<file path="src/rtl/regfile_sb.sv">
// regfile_sb: parametrised register file with hardwired zero register,
// write-to-read bypass and a per-register pending scoreboard used by ID for
// hazard detection. There is no valid/ready handshake on this block: every
// input is sampled on each rising clk edge and reads are purely combinational.
module regfile_sb #(
    parameter int DATA_W   = 32,
    parameter int ADDR_W   = 5,
    parameter int NUM_RD   = 2,
    parameter int ZERO_REG = 1,
    parameter int BYPASS   = 1
) (
    input  logic                     clk,
    input  logic                     rst_n,
    input  logic                     RegWrite,
    input  logic [ADDR_W-1:0]        WbRegNum,
    input  logic [DATA_W-1:0]        WbData,
    input  logic [NUM_RD*ADDR_W-1:0] RdNum,
    output logic [NUM_RD*DATA_W-1:0] RdData,
    output logic [NUM_RD-1:0]        RdBusy,
    input  logic                     IssueValid,
    input  logic [ADDR_W-1:0]        IssueRegNum,
    input  logic                     Flush,
    output logic [ADDR_W:0]          PendingCnt
);

    localparam int DEPTH = 2 ** ADDR_W;
    localparam bit ZR    = (ZERO_REG != 0);
    localparam bit BP    = (BYPASS != 0);

    logic [DATA_W-1:0] mem [DEPTH];
    logic [DEPTH-1:0]  pend;
    logic [DEPTH-1:0]  pend_nxt;
    logic [ADDR_W:0]   cnt_nxt;
    logic              wr_en;
    logic              iss_en;

    // Register 0 is neither written nor reserved when hardwired to zero.
    assign wr_en  = RegWrite && !(ZR && (WbRegNum == '0));
    assign iss_en = IssueValid && !(ZR && (IssueRegNum == '0));

    // Scoreboard next state: flush clears everything, otherwise a reservation
    // overrides a same-cycle writeback to the same register.
    always_comb begin
        pend_nxt = pend;
        if (Flush) begin
            pend_nxt = '0;
        end else begin
            if (RegWrite) begin
                pend_nxt[WbRegNum] = 1'b0;
            end
            if (iss_en) begin
                pend_nxt[IssueRegNum] = 1'b1;
            end
        end
    end

    // Population count of the next pending vector, so the registered count
    // always matches pend after the same edge.
    always_comb begin
        cnt_nxt = '0;
        for (int i = 0; i < DEPTH; i++) begin
            cnt_nxt = cnt_nxt + (ADDR_W + 1)'(pend_nxt[i]);
        end
    end

    // Register storage: async clear, posedge writeback.
    always_ff @(posedge clk or negedge rst_n) begin
        if (!rst_n) begin
            for (int i = 0; i < DEPTH; i++) begin
                mem[i] <= '0;
            end
        end else if (wr_en) begin
            mem[WbRegNum] <= WbData;
        end
    end

    // Pending bits and their registered count.
    always_ff @(posedge clk or negedge rst_n) begin
        if (!rst_n) begin
            pend       <= '0;
            PendingCnt <= '0;
        end else begin
            pend       <= pend_nxt;
            PendingCnt <= cnt_nxt;
        end
    end

    // Read ports: zero register first, then bypass of the in-flight
    // writeback, then stored value. Outputs are forced low while in reset so
    // a writeback presented during reset cannot leak through the bypass.
    for (genvar k = 0; k < NUM_RD; k++) begin : g_rd
        logic [ADDR_W-1:0] r;
        logic              is_zero;
        logic              is_byp;

        assign r       = RdNum[k*ADDR_W +: ADDR_W];
        assign is_zero = ZR && (r == '0);
        assign is_byp  = BP && RegWrite && (WbRegNum == r);

        assign RdData[k*DATA_W +: DATA_W] = (!rst_n || is_zero) ? '0 :
                                            is_byp ? WbData : mem[r];
        assign RdBusy[k] = rst_n && !is_zero && !is_byp && pend[r];
    end

endmodule

</file>
<file path="config.mk">
export PLATFORM = sky130hd
export DESIGN_NAME = regfile_sb
export DESIGN_NICKNAME = d
export VERILOG_FILES = /design/src/rtl/regfile_sb.sv
export SDC_FILE = /design/constraint.sdc
export NUM_CORES = 2
export LEC_CHECK = 0
export CORE_MARGIN = 3
export CORE_UTILIZATION = 45
export DETAILED_ROUTE_END_ITERATION = 8
export GPL_TIMING_DRIVEN = 0
export PLACE_DENSITY = 0.63
export SYNTH_ARGS = -nofsm -noshare
export SYNTH_HDL_FRONTEND = slang
export SYNTH_SLANG_ARGS = --single-unit
</file>
<file path="constraint.sdc">
create_clock -name clk -period 6.1 [get_ports clk]
set_input_delay 0.61 -clock clk [delete_from_list [all_inputs] [get_ports clk]]
set_output_delay 0.61 -clock clk [all_outputs]
set_load 0.01 [all_outputs]
</file>
==> qor.txt <==
placed cell count: 5801
via count of the first global-routing pass: 41800
drt wl/cell: 41.0 um
first-iteration detailed-routing DRC count: 5832
Hold EP: pend[14]
Ports: 129
crit path capture type: primary output
HP Class: in -> reg
CP peak stage delay: 1.02 ns
Register Area: 26600 um2
Critical Path Start Type: primary input
Final nets: 4369
gr busiest metal: met2
first-pass GRT wire length: 337 mm
Layout fillers: 10800
ranking of synthesized cells by area: dfrtp_1 46%, mux4_2 16%, mux2_2 13%
Worst EP arrival: 5.67 ns
Longest Clk Path Bufs: 3
delay-heaviest family, CP: buffers and inverters
setup ws final: -0.177 ns
reg2reg end: PendingCnt[4]
Synthesized Nets: 4116
share of cells above drive strength 1: 0.353
peak supply drop: 0.268 mV
CTS root buf: clkbuf_16
Post-synth EDFFs: 0
PD cells: 327 nW/um2
Layout area overhead: 13.6%
antenna violations before repair: 7
grt ovf: 0
critical path, cell by cell: clkdlybuf4s50_1, nor2b_1, clkbuf_1, clkbuf_1, clkdlybuf4s15_1, a22oi_1, a21oi_1, a22o_1, clkdlybuf4s50_1
largest net degree at the start of global routing: 153
met2 usage: 0.515
HP Start: Flush
Synth Warn #: 0
CTS Buf Count: 116
met3 usage: 0.136
critical path required time: 5.49 ns
most common cell in the netlist: dfrtp_1
status: finished, violations left
DRC viols: 0
mapped cell area: 57900 um2
count of buffer and inverter cells on the critical path: 5
TritonCTS clock tree: done
hpwl dp: 176 mm
htree depth: 3
number of synthesized register bits: 1062
Via density: 7.03
Starting Density: 0.457
Static Leak: 0.0289 uW
Post-synth top flop: dfrtp_1
post-synth top area cell: dfrtp_1
DRT Pass-1 Iters: 6
overall power: 21500 uW
period utilisation layout: 1.03
row count: 130
GPL Wtd Cong: 1.05
total track usage: 0.370
Num Clock Sinks: 1062
Multi-input gate area: 29100 um2
reg2reg path depth: 16
flop-to-flop setup slack: 1.16 ns
fin util: 0.519
max-slew violations: 11
CORE AREA: 127000 um2
synthesized instance count: 4028
register area share after synthesis: 0.459
Max FO, Critical Path: 10
failing checks: capacitance limit, slew limit, setup timing
Max Fclk: 159 MHz
Crit Path Class: in -> out
worst-margin pin slew: 1.61 ns
minimum hold slack: 0.424 ns
Hold Violations, Final: 0
Synth cell types: 51
via count: 42400
GR Util met1: 0.477
# setup viols final: 5
clock-pin slew on the worst setup and hold paths: 0.06 ns
WL final: 247 mm
Die Area: 133000 um2
Tmin final: 6.28 ns
Worst Clk Skew: 0.00840 ns
RR Startpoint: pend[23]
slew margin rel.: -0.0739
Crit-path slowest cell: clkdlybuf4s15_1
maxcap violations: 1
Final ANT Viol Nets: 0
Synth Area per Inst: 14.4 um2
Die X: 365 um
Skew-Pair Late Insertion Delay: 0.76 ns
Post-synth top cells: 1062 x dfrtp_1, 683 x mux2_2, 405 x mux4_2, 312 x mux2_1, 280 x mux2i_1
share of the synthesized area in the top cell type: 0.459
hold depth: 3
IO Port Bufs: 115
fin cells: 6036
fraction of registers with async set/reset: 1.00
Die Height: 365 um
## through the flow
stage                     area (um2)  setup slack [ns]  TNS (ns)
after floorplan                57900             0.223         0
after global placement         61100            -45.36         -
after detailed placement       61300             -1.46    -80.87
after CTS                      65600            0.0245         0
after global routing           65700           -0.0256   -0.0408
final                          65700            -0.177    -0.570
## sequential cells by signal (all words and copies together), names as in the netlist
name and cells:
mem 1024, pend 32, PendingCnt 6
## metal layers
layer,part of all wire,vias to the layer above,wire length (um)
li1,-,16100,-
met1,0.37,22500,92200
met2,0.41,2942,103000
met3,0.12,822,30900
met4,0.087,6,21600
met5,0.00035,-,86
## what timing repair did
action	4_1_cts	5_1_grt
setup buffers	0	0
pin swaps	0	0
setup endpoints to repair	68	40
cloned	5	2
hold buffers	5	0
resized for setup	10	24
endpoints found under the hold margin	97	0
## worst reg2reg max path: cells and delay by family (launching register included)
kind | cells | cell delay (ns)
flip-flops | 1 | 0.38
adder cells (fa/ha/maj) | 8 | 3.63
AO/OA/AOI/OAI | 4 | 0.51
buffers and inverters | 3 | 0.19
XOR/XNOR | 1 | 0.12
## layout by cell type (no fill, tap or decap), types with 31 or more instances in the layout
| cell | instances |
|---|---|
| a221oi_1 | 61 |
| a21oi_1 | 98 |
| clkbuf_8 | 31 |
| mux2_1 | 312 |
| buf_2 | 143 |
| o221ai_1 | 35 |
| inv_1 | 42 |
| a211o_1 | 31 |
| dfrtp_1 | 1062 |
| nand2_1 | 52 |
| mux2_2 | 683 |
| clkbuf_1 | 220 |
| a22o_1 | 56 |
| nor2_1 | 34 |
| mux2i_1 | 280 |
| a211oi_1 | 70 |
| nor2b_1 | 36 |
| clkdlybuf4s50_1 | 114 |
| clkbuf_16 | 120 |
| a22oi_1 | 87 |
| mux4_2 | 405 |
| buf_1 | 47 |
| o22ai_1 | 35 |
## cell families after synthesis
family                   after synthesis  share of synthesized area
adder cells (fa/ha/maj)               31                    0.00981
AO/OA/AOI/OAI                        573                     0.0756
AND/OR/NAND/NOR                      169                     0.0147
multiplexers                        1680                      0.400
flip-flops                          1062                      0.459
XOR/XNOR                              13                    0.00197
buffers and inverters                500                     0.0391
## power breakdown
| group | total [uW] | switching, uW | internal, uW |
|---|---|---|---|
| Combinational | 4670 | 2320 | 2340 |
| Clock | 7500 | 3140 | 4370 |
| Sequential | 9350 | 1010 | 8340 |
## area by class of cell
class | count | share of cell area
Antenna cell | 9 | 0.000343
Tap cell | 1650 | 0.0314
Multi-Input combinational cell | 2466 | 0.442
Buffer | 458 | 0.0327
Inverter | 42 | 0.00240
Sequential cell | 1062 | 0.404
Clock inverter | 48 | 0.00832
Timing Repair Buffer | 135 | 0.0257
Clock buffer | 166 | 0.0524
## how the worst max path moves through the flow
stage	from	endpoint	slack, ns	cells past startpoint
5_1_grt	WbRegNum[3]	PendingCnt[4]	-0.03	21
4_1_cts	rst_n	RdData[44]	0.02	13
3_3_place_gp	rst_n	PendingCnt[3]	-45.36	1
6_report	RdNum[2]	RdData[30]	-0.18	9
3_5_place_dp	rst_n	RdData[44]	-1.46	12
2_1_floorplan	WbRegNum[2]	PendingCnt[4]	0.22	21
Note: power is estimated with default switching activity, not from simulation.
